## src/rtl/cnt60_input_ctrl.sv

```systemverilog
// ---------------------------------------------------------------------------
// cnt60_input_ctrl
//
// Front-end for the cnt60 time counter. Derives the periodic count-enable
// tick (CEN) from the system clock and turns two raw mechanical push-buttons
// into clean single-cycle INC / DEC adjust strobes. All three raw inputs are
// synchronised with a two-flop chain; the buttons are additionally debounced.
// Every output is a flop, and at most one output is high in any cycle.
//
// Optional feature (compile-time macro CNT60_AUTOREPEAT_EN):
//   defined   - a button held on its own emits a further pulse REP_DLY cycles
//               after its press pulse, then one every REP_PER cycles until it
//               is released or the other button is also held.
//   undefined - exactly one pulse per debounced press; REP_DLY / REP_PER are
//               only range-checked.
//
// Parameters:
//   DIV     - clock cycles per CEN tick (>= 2)
//   DEB_CYC - consecutive stable cycles needed to accept a level change (>= 1)
//   REP_DLY - cycles from the press pulse to the first repeat pulse
//   REP_PER - cycles between subsequent repeat pulses
//
// Ports:
//   clk         in  system clock, all logic on the rising edge
//   rst         in  synchronous reset, active-high
//   run_raw     in  asynchronous run switch, 1 = time advances
//   btn_inc_raw in  asynchronous bouncing increment button, active-high
//   btn_dec_raw in  asynchronous bouncing decrement button, active-high
//   CEN         out one-cycle count-enable tick
//   INC         out one-cycle increment strobe
//   DEC         out one-cycle decrement strobe
// ---------------------------------------------------------------------------
module cnt60_input_ctrl #(
  parameter int DIV     = 50_000_000,
  parameter int DEB_CYC = 500_000,
  parameter int REP_DLY = 25_000_000,
  parameter int REP_PER = 5_000_000
) (
  input  logic clk,
  input  logic rst,
  input  logic run_raw,
  input  logic btn_inc_raw,
  input  logic btn_dec_raw,
  output logic CEN,
  output logic INC,
  output logic DEC
);

  // Counter widths: each counter holds at most its terminal value.
  localparam int PW = $clog2(DIV);
  localparam int DW = $clog2(DEB_CYC + 1);

  localparam logic [PW-1:0] DIV_M1 = PW'(DIV - 1);
  localparam logic [DW-1:0] DEB_M1 = DW'(DEB_CYC - 1);

  // Elaboration-time parameter range checks.
  if (DIV < 2) begin : g_bad_div
    $error("cnt60_input_ctrl: DIV must be at least 2");
  end
  if (DEB_CYC < 1) begin : g_bad_deb
    $error("cnt60_input_ctrl: DEB_CYC must be at least 1");
  end
  if ((REP_DLY < 1) || (REP_PER < 1)) begin : g_bad_rep
    $error("cnt60_input_ctrl: REP_DLY and REP_PER must be at least 1");
  end

  // Synchroniser chain, bit 0 = run, bit 1 = inc, bit 2 = dec.
  logic [2:0]    r_sync1;
  logic [2:0]    r_sync2;

  // Debounce state, index 0 = inc, index 1 = dec.
  logic [1:0]    r_stable;
  logic [1:0]    r_stable_d;
  logic [DW-1:0] r_deb_cnt [2];

  logic [PW-1:0] r_presc;

  logic          r_cen;
  logic          r_inc;
  logic          r_dec;

  logic          w_run;
  logic [1:0]    w_btn;
  logic          w_any_held;
  logic          w_one_held;
  logic          w_press_inc;
  logic          w_press_dec;
  logic          w_press_any;
  logic          w_tick;
  logic          w_rep_fire;
  logic          w_rep_sel;
  logic          w_inc_nxt;
  logic          w_dec_nxt;

  assign w_run = r_sync2[0];
  assign w_btn = r_sync2[2:1];

  assign w_any_held = r_stable[0] | r_stable[1];
  assign w_one_held = r_stable[0] ^ r_stable[1];

  // A press is a stable rising edge, and only counts while the other button
  // is not stably held; if both rise together neither is accepted.
  assign w_press_inc = r_stable[0] & ~r_stable_d[0] & ~r_stable[1];
  assign w_press_dec = r_stable[1] & ~r_stable_d[1] & ~r_stable[0];
  assign w_press_any = w_press_inc | w_press_dec;

  // Prescaler wrap; only possible while running with no button held.
  assign w_tick = w_run & ~w_any_held & (r_presc == DIV_M1);

  assign w_inc_nxt = w_press_inc | (w_rep_fire & ~w_rep_sel);
  assign w_dec_nxt = w_press_dec | (w_rep_fire &  w_rep_sel);

  // Two-flop synchronisers for the three asynchronous inputs.
  always_ff @(posedge clk) begin
    if (rst) begin
      r_sync1 <= 3'b000;
      r_sync2 <= 3'b000;
    end else begin
      r_sync1 <= {btn_dec_raw, btn_inc_raw, run_raw};
      r_sync2 <= r_sync1;
    end
  end

  // Per-button debounce: a level is accepted after DEB_CYC consecutive
  // mismatching cycles; any agreeing cycle restarts the count.
  always_ff @(posedge clk) begin
    if (rst) begin
      r_stable   <= 2'b00;
      r_stable_d <= 2'b00;
      for (int i = 0; i < 2; i++) begin
        r_deb_cnt[i] <= '0;
      end
    end else begin
      r_stable_d <= r_stable;
      for (int i = 0; i < 2; i++) begin
        if (w_btn[i] != r_stable[i]) begin
          if (r_deb_cnt[i] == DEB_M1) begin
            r_stable[i]  <= w_btn[i];
            r_deb_cnt[i] <= '0;
          end else begin
            r_deb_cnt[i] <= r_deb_cnt[i] + DW'(1);
          end
        end else begin
          r_deb_cnt[i] <= '0;
        end
      end
    end
  end

  // CEN prescaler: cleared while any button is held, frozen while stopped.
  always_ff @(posedge clk) begin
    if (rst) begin
      r_presc <= '0;
    end else if (w_any_held) begin
      r_presc <= '0;
    end else if (w_run) begin
      if (r_presc == DIV_M1) begin
        r_presc <= '0;
      end else begin
        r_presc <= r_presc + PW'(1);
      end
    end else begin
      r_presc <= r_presc;
    end
  end

`ifdef CNT60_AUTOREPEAT_EN
  localparam int RMAX = (REP_DLY > REP_PER) ? REP_DLY : REP_PER;
  localparam int RW   = (RMAX > 1) ? $clog2(RMAX) : 1;

  localparam logic [RW-1:0] DLY_M1 = RW'(REP_DLY - 1);
  localparam logic [RW-1:0] PER_M1 = RW'(REP_PER - 1);

  logic [RW-1:0] r_rep_cnt;
  logic          r_rep_act;
  logic          r_rep_ph;   // 0: waiting out REP_DLY, 1: repeating at REP_PER
  logic          r_rep_sel;  // 0: inc, 1: dec
  logic          w_rep_hold;
  logic          w_rep_term;

  assign w_rep_hold = w_one_held & r_rep_act & r_stable[r_rep_sel];
  assign w_rep_term = (r_rep_cnt == (r_rep_ph ? PER_M1 : DLY_M1));
  assign w_rep_fire = w_rep_hold & ~w_press_any & w_rep_term;
  assign w_rep_sel  = r_rep_sel;

  // Auto-repeat timer: armed by a press pulse, cleared as soon as the
  // pressed button is no longer the only one held.
  always_ff @(posedge clk) begin
    if (rst) begin
      r_rep_cnt <= '0;
      r_rep_act <= 1'b0;
      r_rep_ph  <= 1'b0;
      r_rep_sel <= 1'b0;
    end else if (!w_one_held) begin
      r_rep_cnt <= '0;
      r_rep_act <= 1'b0;
      r_rep_ph  <= 1'b0;
      r_rep_sel <= r_rep_sel;
    end else if (w_press_any) begin
      r_rep_cnt <= '0;
      r_rep_act <= 1'b1;
      r_rep_ph  <= 1'b0;
      r_rep_sel <= w_press_dec;
    end else if (w_rep_hold) begin
      if (w_rep_term) begin
        r_rep_cnt <= '0;
        r_rep_ph  <= 1'b1;
      end else begin
        r_rep_cnt <= r_rep_cnt + RW'(1);
        r_rep_ph  <= r_rep_ph;
      end
      r_rep_act <= 1'b1;
      r_rep_sel <= r_rep_sel;
    end else begin
      r_rep_cnt <= '0;
      r_rep_act <= 1'b0;
      r_rep_ph  <= 1'b0;
      r_rep_sel <= r_rep_sel;
    end
  end
`else
  assign w_rep_fire = 1'b0;
  assign w_rep_sel  = 1'b0;
`endif

  // Registered outputs; a CEN tick that meets an adjust pulse is dropped.
  always_ff @(posedge clk) begin
    if (rst) begin
      r_cen <= 1'b0;
      r_inc <= 1'b0;
      r_dec <= 1'b0;
    end else begin
      r_cen <= w_tick & ~w_inc_nxt & ~w_dec_nxt;
      r_inc <= w_inc_nxt;
      r_dec <= w_dec_nxt;
    end
  end

  assign CEN = r_cen;
  assign INC = r_inc;
  assign DEC = r_dec;

endmodule

```

## config.mk

```make
export PLATFORM = sky130hd
export DESIGN_NAME = cnt60_input_ctrl
export DESIGN_NICKNAME = d
export VERILOG_FILES = /design/src/rtl/cnt60_input_ctrl.sv
export SDC_FILE = /design/constraint.sdc
export NUM_CORES = 1
export LEC_CHECK = 0
export ABC_AREA = 1
export CORE_MARGIN = 4
export CORE_UTILIZATION = 45
export CTS_CLUSTER_DIAMETER = 40
export DETAILED_ROUTE_END_ITERATION = 8
export GPL_ROUTABILITY_DRIVEN = 0
export GPL_TIMING_DRIVEN = 0
export SETUP_SLACK_MARGIN = 0.4
export SKIP_LAST_GASP = 1
export SLEW_MARGIN = 20
export SYNTH_ARGS = -nofsm -noshare
export SYNTH_HDL_FRONTEND = slang
export SYNTH_SLANG_ARGS = --single-unit
```

## constraint.sdc

```tcl
create_clock -name clk -period 2 [get_ports clk]
set_input_delay 0.4 -clock clk [delete_from_list [all_inputs] [get_ports clk]]
set_output_delay 0.4 -clock clk [all_outputs]
set_load 0.05 [all_outputs]
```

==> results.md <==
* Synthesized area per cell at 7.42 µm²
* Place WS at -27.0 ps
* Bufs on Longest Clock Path at 2
* Clk pin slew, worst setup/hold paths at 90 ps
* Post-DRT Antenna Nets at 0
* Cell taking the most area after synthesis: edfxtp_1
* Antenna fix cells at 0
* # setup viols final at 0
* Top post-synthesis cells by area: edfxtp_1, dfxtp_1, nand2_1
* Crit start category: flop
* Worst Reg-to-Reg Cells at 7
* TritonCTS Sinks at 77
* Via density at 4.74
* Most frequent cells in the layout: nand2_1, nor2_1, inv_1
* Drt initial violations at 194
* First-pass GRT wire length at 14800 µm
* Area Overhead vs Synth at 20.6%
* Switch Pwr at 762 µW
* CP Capture Type: flop
* Vias in the first global route at 3332
* Post-route setup TNS at 0 ps
* Synthesized area at 4240 µm²
* Initial core utilization at 0.461
* Final Hold Viols at 0
* Non-Filler Instances at 760
* Total track usage at 0.163
* RSZ-0062 raised after global routing: yes
* Gate power share at 0.053
* CP max-delay cell: edfxtp_1
* Sequential area share after synthesis at 0.453
* Initial antenna violation count at 0
* Final net count at 652
* Worst IR drop on VDD at 0.272 mV
* Fmax at 0.616 GHz
* Row cnt at 35
* Crit-path max FO at 5
* Post-Syn Instances at 572
* WHS Path Cells at 2
* Yosys cell types at 32
* Placed Cells at 727
* Total Power at 3.13 mW
* DP HPWL at 6310 µm
* Min-delay worst type: flop to flop
* Die ar. at 11000 µm²
* Hold_ws at 398 ps
* Gr ovfl total at 0
* Worst skew pair latency at 340 ps
* Final WL at 8590 µm
* EDFF count, synth at 38
* First-pass DRT Iterations at 4
* Port bufs at 7
* DR vias at 3600
* Wire per inst at 11.3 µm
* Sequential fraction of design power at 0.552
* TritonCTS clock tree: built
* H-Tree Level Count at 3
* Top cell type's share of synthesized area at 0.269
* Asr flop ratio synth at 0
* Die X at 105 µm
* Pint at 2.37 mW
* Share of layout cells above drive strength 1 at 0.179
* MaxCap Viol Count at 0
* Largest net degree at the start of global routing at 15
* # DRC at 0
* Commonest non-fill, non-tap cell in the layout: nand2_1
* Die Ht at 105 µm
* Slowest Stage Delay on Critical Path at 360 ps
* Yosys reg bits at 77
* Req. time, crit path at 2100 ps
* Primary FF master, synth: dfxtp_1
* Setup Crit Path Kind: flop to flop
* Clock power share at 0.395
* Pwr dens at 613 nW/µm²
* Fin crit share at 0.812
* Run status: complete, no violations
* CP Data Arrival Time at 1730 ps
* I/O pin total at 8
* Sw frac at 0.243
* Ys Warns at 0
* Crit-path cells: ha_2, nand2_2, nor2_4, nand3_4, o21ai_4, buf_6, nor2_1
* # hold bufs at CTS at 0
* CTS root buf: clkbuf_8
* Layout Skew at 9.02 ps
* Min Tclk post-route at 1620 ps
* Layout fillers at 847
* Leak at 2.08 nW
* Placeable Area at 9200 µm²
* Setup WS post-layout at 375 ps
* Cts bufs inserted at 9
* Slew Limit Fails at 0
stage by stage:
stage,util,instance area [µm²]
6_report,0.556,5110
5_1_grt,0.556,5110
4_1_cts,0.533,4900
3_5_place_dp,0.499,4590
3_3_place_gp,0.499,4590
2_1_floorplan,-,4380
logic make-up (layout without fill, tap and decap cells):
family	after synthesis	in the layout	synth area share
XOR/XNOR	21	21	0.0433
AND/OR/NAND/NOR	357	357	0.375
flip-flops	77	77	0.453
other	1	38	0.000884
adder cells (fa/ha/maj)	3	3	0.00885
AO/OA/AOI/OAI	28	28	0.0366
buffers and inverters	85	125	0.0820
state kept, by name, indices dropped and copies added (netlist names):
| name | cells |
|---|---|
| r_deb_cnt | 38 |
| r_presc | 26 |
| r_sync1 | 3 |
| r_sync2 | 3 |
| r_stable | 2 |
| r_stable_d | 2 |
| CEN | 1 |
| DEC | 1 |
| INC | 1 |
worst paths after layout:
check / from / slack, ps / end
max: r_deb_cnt[1][1] / 380 / r_deb_cnt[1][9]
min: r_sync1[2] / 400 / r_sync2[2]
max reg2reg: r_deb_cnt[1][1] / 380 / r_deb_cnt[1][9]
min reg2reg: r_sync1[2] / 400 / r_sync2[2]
worst max-delay path: cells and delay by family (launching register included):
family / cells / cell delay (ps)
simple gates: 4 / 400
flops: 1 / 360
compound gates: 1 / 240
fa+ha+maj: 1 / 210
buf+inv: 1 / 170
layer usage:
layer / part of all wire / track usage
met1: 0.50 / 0.228
met2: 0.46 / 0.254
met3: 0.031 / 0.0352
met4: 0.0078 / 0.0450
met5: 0 / 0
area by class of cell:
cell class / count / area (µm²) / share of cell area
multi-input combinational: 447 / 2290 / 0.448
timing repair buffer: 24 / 198 / 0.0386
inverter: 80 / 303 / 0.0592
tap: 111 / 139 / 0.0272
clock inverter: 4 / 33.8 / 0.00660
clock buffer: 12 / 178 / 0.0347
buffer: 5 / 48.8 / 0.00954
sequential: 77 / 1920 / 0.376
synth_stat cells, drive strengths merged, types with 3 or more instances:
cell type / instances
nand3: 38
buf: 4
nor3: 20
o21ai: 6
nand4: 11
nor2: 145
ha: 3
nand2: 138
dfxtp: 39
xor2: 17
xnor2: 4
inv: 80
edfxtp: 38
a21oi: 19
what timing repair did:
item | 4_1_cts | 5_1_grt
pin swaps | 3 | 14
gates resized for setup | 15 | 43
setup endpoints to repair | 38 | 55
cloned | 1 | 0
buffers inserted | 7 | 9
power groups by stage:
| stage | Clock, mW | Sequential [mW] | Combinational (mW) |
|---|---|---|---|
| 5_1_grt | 1.35 | 1.74 | 0.191 |
| 3_3_place_gp | 0 | 1.76 | 0.134 |
| 4_1_cts | 1.28 | 1.73 | 0.149 |
| 6_report | 1.24 | 1.73 | 0.167 |
| 3_5_place_dp | 0 | 1.76 | 0.137 |
| 2_1_floorplan | 0 | 1.75 | 0.105 |
Note: power is estimated with default switching activity, not from simulation.
